<file path="config.mk">
export PLATFORM = sky130hd
export DESIGN_NAME = alu_decode_stage
export DESIGN_NICKNAME = d
export VERILOG_FILES = /design/src/rtl/alu_decode_pkg.sv /design/src/rtl/alu_decode_stage_imm_gen.sv /design/src/rtl/alu_decode_stage.sv
export SDC_FILE = /design/constraint.sdc
export NUM_CORES = 1
export LEC_CHECK = 0
export CELL_PAD_IN_SITES_DETAIL_PLACEMENT = 1
export CELL_PAD_IN_SITES_GLOBAL_PLACEMENT = 2
export CORE_ASPECT_RATIO = 1.5
export CORE_MARGIN = 5
export CORE_UTILIZATION = 28
export DETAILED_ROUTE_END_ITERATION = 8
export GPL_ROUTABILITY_DRIVEN = 0
export GPL_TIMING_DRIVEN = 0
export PLACE_DENSITY = 0.81
export SYNTH_ARGS = -nofsm -noshare
export SYNTH_HDL_FRONTEND = slang
export SYNTH_SLANG_ARGS = --single-unit
export TNS_END_PERCENT = 10
</file>
<file path="constraint.sdc">
create_clock -name clk -period 2.9 [get_ports clk]
set_input_delay 0.87 -clock clk [delete_from_list [all_inputs] [get_ports clk]]
set_output_delay 0.87 -clock clk [all_outputs]
set_load 0.02 [all_outputs]
</file>
<file path="src/rtl/alu_decode_pkg.sv">
// Shared control header for the ID stage: ALU control encodings, RV32I opcodes,
// decode-stage state encodings and small decode helpers.
package alu_decode_pkg;

    localparam int XLEN = 32;

    // The ALU range-checks BEQ..BGEU, so those six codes must stay contiguous and ordered.
    localparam logic [4:0] ALUCTRL_ADD   = 5'd0;
    localparam logic [4:0] ALUCTRL_SUB   = 5'd1;
    localparam logic [4:0] ALUCTRL_SLL   = 5'd2;
    localparam logic [4:0] ALUCTRL_SLT   = 5'd3;
    localparam logic [4:0] ALUCTRL_SLTU  = 5'd4;
    localparam logic [4:0] ALUCTRL_XOR   = 5'd5;
    localparam logic [4:0] ALUCTRL_SRL   = 5'd6;
    localparam logic [4:0] ALUCTRL_SRA   = 5'd7;
    localparam logic [4:0] ALUCTRL_OR    = 5'd8;
    localparam logic [4:0] ALUCTRL_AND   = 5'd9;
    localparam logic [4:0] ALUCTRL_BEQ   = 5'd10;
    localparam logic [4:0] ALUCTRL_BNE   = 5'd11;
    localparam logic [4:0] ALUCTRL_BLT   = 5'd12;
    localparam logic [4:0] ALUCTRL_BGE   = 5'd13;
    localparam logic [4:0] ALUCTRL_BLTU  = 5'd14;
    localparam logic [4:0] ALUCTRL_BGEU  = 5'd15;
    localparam logic [4:0] ALUCTRL_AUIPC = 5'd16;
    localparam logic [4:0] ALUCTRL_JAL   = 5'd17;
    localparam logic [4:0] ALUCTRL_JALR  = 5'd18;

    localparam logic [6:0] OPC_LOAD   = 7'b0000011;
    localparam logic [6:0] OPC_OP_IMM = 7'b0010011;
    localparam logic [6:0] OPC_AUIPC  = 7'b0010111;
    localparam logic [6:0] OPC_STORE  = 7'b0100011;
    localparam logic [6:0] OPC_OP     = 7'b0110011;
    localparam logic [6:0] OPC_LUI    = 7'b0110111;
    localparam logic [6:0] OPC_BRANCH = 7'b1100011;
    localparam logic [6:0] OPC_JALR   = 7'b1100111;
    localparam logic [6:0] OPC_JAL    = 7'b1101111;

    typedef enum logic [1:0] {
        ST_RUN   = 2'd0,
        ST_STALL = 2'd1,
        ST_HALT  = 2'd2
    } state_e;

    // Shared funct3 map of OP and OP-IMM; alt is funct7[5] where it selects SUB/SRA.
    function automatic logic [4:0] alu_op_map(input logic [2:0] funct3, input logic alt);
        logic [4:0] op;
        case (funct3)
            3'b000:  op = alt ? ALUCTRL_SUB : ALUCTRL_ADD;
            3'b001:  op = ALUCTRL_SLL;
            3'b010:  op = ALUCTRL_SLT;
            3'b011:  op = ALUCTRL_SLTU;
            3'b100:  op = ALUCTRL_XOR;
            3'b101:  op = alt ? ALUCTRL_SRA : ALUCTRL_SRL;
            3'b110:  op = ALUCTRL_OR;
            default: op = ALUCTRL_AND;
        endcase
        return op;
    endfunction

    function automatic logic reads_rs1(input logic [6:0] opcode);
        return !(opcode == OPC_LUI || opcode == OPC_AUIPC || opcode == OPC_JAL);
    endfunction

    function automatic logic reads_rs2(input logic [6:0] opcode);
        return (opcode == OPC_OP || opcode == OPC_STORE || opcode == OPC_BRANCH);
    endfunction

endpackage

</file>
<file path="src/rtl/alu_decode_stage_imm_gen.sv">
// Combinational RV32I immediate generator: picks the I/S/B/U/J format from the
// opcode and sign-extends to 32 bits.
module alu_imm_gen
    import alu_decode_pkg::*;
(
    input  logic [XLEN-1:0] instr,
    output logic [XLEN-1:0] imm
);

    always_comb begin
        imm = '0;
        case (instr[6:0])
            OPC_OP_IMM, OPC_LOAD, OPC_JALR:
                imm = {{20{instr[31]}}, instr[31:20]};
            OPC_STORE:
                imm = {{20{instr[31]}}, instr[31:25], instr[11:7]};
            OPC_BRANCH:
                imm = {{19{instr[31]}}, instr[31], instr[7], instr[30:25], instr[11:8], 1'b0};
            OPC_LUI, OPC_AUIPC:
                imm = {instr[31:12], 12'h000};
            OPC_JAL:
                imm = {{11{instr[31]}}, instr[31], instr[19:12], instr[20], instr[30:21], 1'b0};
            default:
                imm = '0;
        endcase
    end

endmodule

</file>
<file path="src/rtl/alu_decode_stage.sv">
// Registered RV32I decode stage: produces ALU controls, operands selects and
// register/memory controls, with a one-bubble load-use interlock and illegal-opcode halt.
module alu_decode_stage
    import alu_decode_pkg::*;
(
    input  logic        clk,
    input  logic        rst_n,
    input  logic        if_valid,
    output logic        if_ready,
    input  logic [31:0] if_instr,
    input  logic [31:0] if_pc,
    input  logic        flush,
    input  logic        ex_ready,
    output logic        id_valid,
    output logic [31:0] id_pc,
    output logic [4:0]  alu_ctrl,
    output logic        alu_immsrc,
    output logic        alu_pcsrc,
    output logic [31:0] imm,
    output logic [4:0]  rs1,
    output logic [4:0]  rs2,
    output logic [4:0]  rd,
    output logic        reg_write,
    output logic        mem_read,
    output logic        mem_write,
    output logic        illegal
);

    logic [6:0]  opcode;
    logic [2:0]  funct3;
    logic [6:0]  funct7;
    logic [4:0]  in_rs1;
    logic [4:0]  in_rs2;
    logic [4:0]  in_rd;
    logic [31:0] dec_imm;
    logic [4:0]  dec_ctrl;
    logic        dec_immsrc;
    logic        dec_pcsrc;
    logic        dec_reg_write;
    logic        dec_mem_read;
    logic        dec_mem_write;
    logic        dec_illegal;
    logic        dec_rs1_zero;
    logic [2:0]  br_idx;
    logic        load_use;
    logic        accept;

    state_e      state_q, state_d;
    logic        id_valid_q, id_valid_d;
    logic [31:0] id_pc_q, id_pc_d;
    logic [4:0]  alu_ctrl_q, alu_ctrl_d;
    logic        alu_immsrc_q, alu_immsrc_d;
    logic        alu_pcsrc_q, alu_pcsrc_d;
    logic [31:0] imm_q, imm_d;
    logic [4:0]  rs1_q, rs1_d;
    logic [4:0]  rs2_q, rs2_d;
    logic [4:0]  rd_q, rd_d;
    logic        reg_write_q, reg_write_d;
    logic        mem_read_q, mem_read_d;
    logic        mem_write_q, mem_write_d;
    logic        illegal_q, illegal_d;

    assign opcode = if_instr[6:0];
    assign funct3 = if_instr[14:12];
    assign funct7 = if_instr[31:25];
    assign in_rs1 = if_instr[19:15];
    assign in_rs2 = if_instr[24:20];
    assign in_rd  = if_instr[11:7];

    alu_imm_gen u_imm_gen (
        .instr (if_instr),
        .imm   (dec_imm)
    );

    // Branch funct3 {000,001,100..111} folds onto offsets 0..5 from ALUCTRL_BEQ.
    assign br_idx = funct3[2] ? ({1'b0, funct3[1:0]} + 3'd2) : {2'b00, funct3[0]};

    always_comb begin
        dec_ctrl      = ALUCTRL_ADD;
        dec_immsrc    = 1'b0;
        dec_pcsrc     = 1'b0;
        dec_reg_write = 1'b0;
        dec_mem_read  = 1'b0;
        dec_mem_write = 1'b0;
        dec_illegal   = 1'b0;
        dec_rs1_zero  = 1'b0;
        case (opcode)
            OPC_OP: begin
                if (funct7 == 7'b0000000 ||
                    (funct7 == 7'b0100000 && (funct3 == 3'b000 || funct3 == 3'b101))) begin
                    dec_ctrl      = alu_op_map(funct3, funct7[5]);
                    dec_reg_write = 1'b1;
                end else begin
                    dec_illegal = 1'b1;
                end
            end
            OPC_OP_IMM: begin
                if ((funct3 == 3'b001 && funct7 != 7'b0000000) ||
                    (funct3 == 3'b101 && funct7 != 7'b0000000 && funct7 != 7'b0100000)) begin
                    dec_illegal = 1'b1;
                end else begin
                    dec_ctrl      = alu_op_map(funct3, (funct3 == 3'b101) && funct7[5]);
                    dec_immsrc    = 1'b1;
                    dec_reg_write = 1'b1;
                end
            end
            OPC_LOAD: begin
                if (funct3 == 3'b011 || funct3[2:1] == 2'b11) begin
                    dec_illegal = 1'b1;
                end else begin
                    dec_immsrc    = 1'b1;
                    dec_reg_write = 1'b1;
                    dec_mem_read  = 1'b1;
                end
            end
            OPC_STORE: begin
                if (funct3[2] || funct3 == 3'b011) begin
                    dec_illegal = 1'b1;
                end else begin
                    dec_immsrc    = 1'b1;
                    dec_mem_write = 1'b1;
                end
            end
            OPC_BRANCH: begin
                if (funct3[2:1] == 2'b01) begin
                    dec_illegal = 1'b1;
                end else begin
                    dec_ctrl = ALUCTRL_BEQ + {2'b00, br_idx};
                end
            end
            OPC_LUI: begin
                dec_immsrc    = 1'b1;
                dec_reg_write = 1'b1;
                dec_rs1_zero  = 1'b1;
            end
            OPC_AUIPC: begin
                dec_ctrl      = ALUCTRL_AUIPC;
                dec_pcsrc     = 1'b1;
                dec_immsrc    = 1'b1;
                dec_reg_write = 1'b1;
            end
            OPC_JAL: begin
                dec_ctrl      = ALUCTRL_JAL;
                dec_pcsrc     = 1'b1;
                dec_immsrc    = 1'b1;
                dec_reg_write = 1'b1;
            end
            OPC_JALR: begin
                if (funct3 != 3'b000) begin
                    dec_illegal = 1'b1;
                end else begin
                    dec_ctrl      = ALUCTRL_JALR;
                    dec_pcsrc     = 1'b1;
                    dec_immsrc    = 1'b1;
                    dec_reg_write = 1'b1;
                end
            end
            default: dec_illegal = 1'b1;
        endcase
    end

    assign load_use = (state_q == ST_RUN) && id_valid_q && mem_read_q && (rd_q != 5'd0) &&
                      ex_ready && if_valid &&
                      ((reads_rs1(opcode) && in_rs1 == rd_q) ||
                       (reads_rs2(opcode) && in_rs2 == rd_q));

    // STALL is the bubble cycle itself: the held fetch is taken there, giving exactly one bubble.
    assign if_ready = rst_n && (state_q == ST_RUN || state_q == ST_STALL) && !flush &&
                      (!id_valid_q || ex_ready) && !load_use;
    assign accept   = if_valid && if_ready;

    always_comb begin
        state_d = state_q;
        if (flush) begin
            state_d = ST_RUN;
        end else begin
            case (state_q)
                ST_RUN: begin
                    if (load_use)
                        state_d = ST_STALL;
                    else if (accept && dec_illegal)
                        state_d = ST_HALT;
                end
                ST_STALL: state_d = (accept && dec_illegal) ? ST_HALT : ST_RUN;
                ST_HALT:  state_d = ST_HALT;
                default:  state_d = ST_RUN;
            endcase
        end
    end

    always_comb begin
        id_valid_d   = id_valid_q;
        id_pc_d      = id_pc_q;
        alu_ctrl_d   = alu_ctrl_q;
        alu_immsrc_d = alu_immsrc_q;
        alu_pcsrc_d  = alu_pcsrc_q;
        imm_d        = imm_q;
        rs1_d        = rs1_q;
        rs2_d        = rs2_q;
        rd_d         = rd_q;
        reg_write_d  = reg_write_q;
        mem_read_d   = mem_read_q;
        mem_write_d  = mem_write_q;
        illegal_d    = illegal_q;
        if (flush) begin
            id_valid_d = 1'b0;
            illegal_d  = 1'b0;
        end else if (accept) begin
            id_valid_d   = 1'b1;
            id_pc_d      = if_pc;
            alu_ctrl_d   = dec_ctrl;
            alu_immsrc_d = dec_immsrc;
            alu_pcsrc_d  = dec_pcsrc;
            imm_d        = dec_imm;
            rs1_d        = dec_rs1_zero ? 5'd0 : in_rs1;
            rs2_d        = in_rs2;
            rd_d         = in_rd;
            reg_write_d  = dec_reg_write;
            mem_read_d   = dec_mem_read;
            mem_write_d  = dec_mem_write;
            illegal_d    = dec_illegal;
        end else if (ex_ready) begin
            id_valid_d = 1'b0;
        end
    end

    always_ff @(posedge clk or negedge rst_n) begin
        if (!rst_n) begin
            state_q      <= ST_RUN;
            id_valid_q   <= 1'b0;
            id_pc_q      <= '0;
            alu_ctrl_q   <= ALUCTRL_ADD;
            alu_immsrc_q <= 1'b0;
            alu_pcsrc_q  <= 1'b0;
            imm_q        <= '0;
            rs1_q        <= '0;
            rs2_q        <= '0;
            rd_q         <= '0;
            reg_write_q  <= 1'b0;
            mem_read_q   <= 1'b0;
            mem_write_q  <= 1'b0;
            illegal_q    <= 1'b0;
        end else begin
            state_q      <= state_d;
            id_valid_q   <= id_valid_d;
            id_pc_q      <= id_pc_d;
            alu_ctrl_q   <= alu_ctrl_d;
            alu_immsrc_q <= alu_immsrc_d;
            alu_pcsrc_q  <= alu_pcsrc_d;
            imm_q        <= imm_d;
            rs1_q        <= rs1_d;
            rs2_q        <= rs2_d;
            rd_q         <= rd_d;
            reg_write_q  <= reg_write_d;
            mem_read_q   <= mem_read_d;
            mem_write_q  <= mem_write_d;
            illegal_q    <= illegal_d;
        end
    end

    assign id_valid   = id_valid_q;
    assign id_pc      = id_pc_q;
    assign alu_ctrl   = alu_ctrl_q;
    assign alu_immsrc = alu_immsrc_q;
    assign alu_pcsrc  = alu_pcsrc_q;
    assign imm        = imm_q;
    assign rs1        = rs1_q;
    assign rs2        = rs2_q;
    assign rd         = rd_q;
    assign reg_write  = reg_write_q;
    assign mem_read   = mem_read_q;
    assign mem_write  = mem_write_q;
    assign illegal    = illegal_q;

endmodule

</file>
# After elaboration in Yosys (flattened, before gate mapping)

Index checks and enable logic that the tools add are counted.

Output and inout port bits: 92
Register bits after elaboration: 93
Input bits: 69
Logic and storage cells: 131

Bitwise logic cells: 1
Muxes and demuxes: 42
Reduce and logical (&&, ||, !) cells: 48
Add/sub/neg operators: 2
Eq/ne operators: 24

Operator list:

| operator                                                                 | count |
|---|---|
| 32-bit case mux with 5 select lines                                      | 1 |
| 4-bit case mux with 7 select lines                                       | 2 |
| 5-bit case mux with 6 select lines                                       | 1 |
| 7-bit by 6-bit equality test with 1-bit output (second input constant)   | 4 |
| 1-bit two-way mux                                                        | 23 |
| 7-bit equality test (second input constant)                              | 3 |
| 1-bit logical AND                                                        | 19 |
| 5-bit two-way mux                                                        | 3 |
| 7-bit by 5-bit equality test with 1-bit output (second input constant)   | 2 |
| 1-bit logical OR                                                         | 12 |
| 5-bit equality test                                                      | 2 |
| 1-bit case mux with 5 select lines                                       | 2 |
| 3-bit equality test (second input constant)                              | 3 |
| 2-bit two-way mux                                                        | 4 |
| 4-bit two-way mux                                                        | 2 |
| 7-bit by 2-bit equality test with 1-bit output (second input constant)   | 1 |
| 7-bit zero test                                                          | 1 |
| 7-bit by 6-bit inequality test with 1-bit output (second input constant) | 1 |
| 1-bit case mux with 7 select lines                                       | 1 |
| 7-bit nonzero test                                                       | 1 |
| 3-bit by 2-bit equality test with 1-bit output (second input constant)   | 2 |
| 2-bit case mux with 3 select lines                                       | 1 |
| 3-bit nonzero test                                                       | 2 |
| 3-bit OR reduction                                                       | 2 |
| 16 further kinds                                                         | 22 |

# Depth between registers and ports, before layout

Depth in word-level cells: 15
Gate-level depth with buffers: 10
Depth with buffers taken out: 8

# Cells and area by module

Synthesis repeated with hierarchy kept, for this count alone.

Cells, all modules: 409
Area, all modules: 4963.5 um^2

By module, submodules not included:

| module           | sequential area each (um^2) | area an instance (um^2) | times used | cells each |
|---|---|---|---|---|
| alu_decode_stage | 2327.2                      | 4416.7                  | 1          | 330 |
| alu_imm_gen      | 0.0                         | 546.8                   | 1          | 79 |

# Least setup slack after synthesis

No wires, ideal clock.

Path type: input -> output
Start point: input port if_instr[2]
End point: output port if_ready
Cell stages on the path: 5
Required time: 2030 ps
Path buffers: 0
Arrival time: 2016 ps
Path slack: 14 ps
Cell sequence: and4bb_2 -> nand2_2 -> a2111oi_4 -> o221ai_2 -> and2_1

Cells in the longest elaborated chain, start to end: 9
Elaborated cells on any way between the ends: 17
Those cells by class: eq/ne (6); reduce/logical (11)

Ends and longest elaborated chain:

| element                                                                                                          | line                    | RTL |
|---|---|---|
| start: declaration                                                                                               | alu_decode_stage.sv:10  | `input logic [31:0] if_instr,` |
| 7-bit by 6-bit equality test with 1-bit output or 7-bit by 5-bit equality test with 1-bit output (tied branches) | alu_decode_pkg.sv:61    | `return !(opcode == OPC_LUI \|\| opcode == OPC_AUIPC \|\| opcode == OPC_JAL);` |
| 1-bit logical OR (2 in series)                                                                                   | alu_decode_pkg.sv:61    |  |
| 1-bit zero test                                                                                                  | alu_decode_pkg.sv:61    |  |
| 1-bit logical AND                                                                                                | alu_decode_stage.sv:164 | `((reads_rs1(opcode) && in_rs1 == rd_q) \|\|` |
| 1-bit logical OR (*)                                                                                             | alu_decode_stage.sv:164 |  |
| 1-bit logical AND (*)                                                                                            | alu_decode_stage.sv:163 | `ex_ready && if_valid &&` |
| 1-bit zero test (*)                                                                                              | alu_decode_stage.sv:169 | `(!id_valid_q \|\| ex_ready) && !load_use;` |
| 1-bit logical AND (*)                                                                                            | alu_decode_stage.sv:169 |  |
| end: declaration                                                                                                 | alu_decode_stage.sv:9   | `output logic if_ready,` |

Mark *: on every way between the ends. The rest lies on a longest branch, timed or not.

# Worst setup path in the final report

Start point: input port if_instr[22]
End point: output port if_ready

Cells in the longest elaborated chain, start to end: 6

Ends and longest elaborated chain:

| element             | line                    | RTL |
|---|---|---|
| 5-bit equality test | alu_decode_stage.sv:165 | `(reads_rs2(opcode) && in_rs2 == rd_q));` |
| 1-bit logical AND   | alu_decode_stage.sv:165 |  |
| 1-bit logical OR    | alu_decode_stage.sv:164 |  |
| 1-bit logical AND   | alu_decode_stage.sv:163 |  |
| 1-bit zero test     | alu_decode_stage.sv:169 |  |
| 1-bit logical AND   | alu_decode_stage.sv:169 |  |

No other way between the ends.

==> results.ini <==
[run_status]
outcome = finished, violations left
violations = negative setup slack

[placed_design]
dp.cells = 771
dp_hpwl_mm = 11.8
io_buffers = 159
post-place-ws_ns = -1.16

[cts]
clock-sinks = 93
cts_tree = done
insertion_delay_ns = 0.34
cts_hold_buf = 0
htreeDepth = 3
numCtsBuffers = 9
cts_root_buffer = clkbuf_16
clkTransAtPathRegs_ns = 0.07
clockBufferDepth = 2

[pwr]
switching_share_pct = 31.5
p_per_area_nw_per_um2 = 585
p_int_uw = 2800
leakage_uw = 0.00288
p_switching_uw = 1290
comb_power_share_pct = 29.4
total_power_uw = 4080
clkPwrFrac_pct = 30.7
ir_drop_v = 0.000356
p_seq_share_pct = 39.9

[yosys]
synth_seq_cells = 93
ys_seq_area_share_pct = 50.7
synthFlopType = dfrtp_1
syn-num-nets = 478
synth-edff-count = 0
yosys_warnings = 0
syn_area_um2 = 4590
synth_cells = 405
synth.avg_cell_area_um2 = 11.3
yosysUniqueCellTypes = 52
async_flop_share_pct = 100

[layout]
final_net_count = 658
fin_cells = 796
final_core_util_pct = 43.1
syn_to_final_growth_pct = 51.9
antenna_cells = 0
mostFrequentLayoutCells = clkdlybuf4s50_1, dfrtp_1, inv_1, mux2_2, mux2i_1
drive_gt1_share_pct = 19.7
final_common_cell = clkdlybuf4s50_1

[detailed_routing]
postRouteAntennaNets = 0
first_iter_violations = 119
wl_per_cell_um = 19.5
dr_total_vias = 3801
remaining_drc_errors = 0
viasPerCell = 4.78
wirelength_mm = 15.5
dr.pass1.iters = 4

[timing]
min_period_over_period_pct = 104
final_hold_viol_count = 0
hold_ws_ns = 0.450
grt_setup_unrepaired = true
worst_pin_slew_ns = 0.519
min_period_ns = 3.01
max_freq_mhz = 332
fin_ws_ns = -0.115
max_slew_margin_pct = 65.4
finalMaxSlewViolations = 0
fin_skew_ns = 0.00653
finalSetupViolCount = 1

[critical_path]
cp.required_ns = 2.03
arrival_ns = 2.14
critical-path-slowest-cell = a2111oi_4
r2r-start = rd[2]$_DFFE_PN0P_
cpPeakStageDelay_ns = 0.38
crit_type = in2out
cp_max_fo = 4
crit_path_start = if_instr[22]
critPathLaunchType = primary input
cp_top_family = compound AO/OA/AOI/OAI gates
end_kind = output port
cp_cell_sequence = buf_4, xnor2_2, nand4_1, a2111oi_4, o221ai_2, and2_4, buf_6
crit_buf_inv = 2

[floorplan]
die_width_um = 115
start_util_pct = 28.4
die_h_um = 167
ios = 161
rows = 57
core_area_um2 = 16200
fp.dieArea_um2 = 19100

[global_route]
gr-total-overflow = 0
grt_usage_pct = 16.3
grt_pass1_vias = 4409
antenna_found_initial = 0
grt_start_max_net_pins = 67
grt_pass1_wl_mm = 24.3

[hold_path]
min_path_type = in2async

[job]
maxCapViolCount = 0

-- worst register-to-register path, delay by kind of cell, from the launching register on --
family                    cells  cell delay (ns)
xor gates and xnor gates      1             0.19
DFF                           1             0.48
and+or+nand+nor               2             0.36
muxes                         1             0.37
buffers and inverters         3             0.60
AOI/OAI and AO/OA             2             0.55
-- cells by family (layout without fill, tap and decap cells) --
kind of cell             after synthesis  after routing  synth area share, %
multiplexers                          91             91                 21.3
AND/OR/NAND/NOR                       82             82                 9.32
flip-flops                            93             93                 50.7
buffers and inverters                 61            246                 6.27
adder cells (fa/ha/maj)                4              4                 1.09
AO/OA/AOI/OAI                         63             63                 9.19
XOR/XNOR                              11             11                 2.10
-- metrics by stage --
stage | TNS (ns) | cell area (µm²)
global route | -0.170 | 6970
CTS | -0.0929 | 6960
global placement | -528.42 | 6440
detailed placement | -54.21 | 6460
floorplan | 0 | 4590
finish | -0.115 | 6970
-- registers in the layout (all words and copies together), names as in the netlist --
register / flops
alu_ctrl: 5
alu_immsrc: 1
alu_pcsrc: 1
id_pc: 32
id_valid: 1
illegal: 1
imm: 32
mem_read: 1
mem_write: 1
rd: 5
reg_write: 1
rs1: 5
rs2: 5
state_q: 2
-- cell usage after synthesis, types with 4 or more instances --
| cell | number | area share [%] |
|---|---|---|
| dfrtp_1 | 93 | 51 |
| mux2_1 | 17 | 4.2 |
| nor2_1 | 12 | 0.98 |
| inv_1 | 38 | 3.1 |
| mux2i_1 | 36 | 7.8 |
| o21ai_0 | 8 | 0.87 |
| nand2_1 | 27 | 2.2 |
| buf_2 | 5 | 0.55 |
| mux2_2 | 38 | 9.3 |
| and3_1 | 5 | 0.68 |
| ha_1 | 4 | 1.1 |
| xor2_1 | 4 | 0.76 |
| a21oi_1 | 31 | 3.4 |
| xnor2_1 | 7 | 1.3 |
| a22o_1 | 5 | 0.95 |
| nor3_1 | 5 | 0.55 |
| nand3_1 | 6 | 0.65 |
| clkbuf_1 | 10 | 0.82 |
| and2_1 | 4 | 0.55 |
| buf_6 | 7 | 1.7 |
-- power by group through the flow --
stage                     Combinational (µW)  Clock [µW]  Sequential, µW
after floorplan                          300           0            1870
after CTS                               1220        1280            1640
after detailed placement                1180           0            1650
after global routing                    1280        1350            1660
after global placement                  1160           0            1640
final                                   1200        1250            1630
-- area by class of cell --
class,instances,area (µm²)
Buffer,23,170
Clock buffer,10,229
Clock inverter,6,78.8
Fill cell,1738,9220
Inverter,38,143
Multi-Input combinational cell,251,2120
Sequential cell,93,2330
Tap cell,206,258
Timing Repair Buffer,169,1650
-- path summary, 6_finish.rpt --
path,end,slack (ns),depth (start not counted)
setup / recovery,if_ready,-0.11,7
hold reg to reg,state_q[0]$_DFFE_PN0P_,0.48,1
max in group asynchronous,imm[28]$_DFFE_PN0P_,1.76,2
setup reg to reg,rs2[4]$_DFFE_PN0P_,0.24,9
min in group clk,state_q[0]$_DFFE_PN0P_,0.48,1
hold / removal,id_pc[19]$_DFFE_PN0P_,0.45,1
-- layer usage --
metal / track usage, % / wire, µm / share of wire [%] / vias to the layer above
li1: - / - / - / 1764
met1: 17.4 / 5630 / 36 / 1896
met2: 29.8 / 8430 / 54 / 118
met3: 5.19 / 1120 / 7.2 / 23
met4: 5.27 / 354 / 2.3 / 0
met5: 0 / 0 / 0 / -
-- repair_timing --
| item | 4_1_cts | 5_1_grt |
|---|---|---|
| pin swaps | 20 | 3 |
| cloned | 0 | 0 |
| hold endpoints to repair | 0 | 0 |
| gates resized for setup | 105 | 4 |
| setup endpoints to repair | 90 | 21 |
| buffers inserted | 9 | 0 |
(Power assumes the default switching activity.)
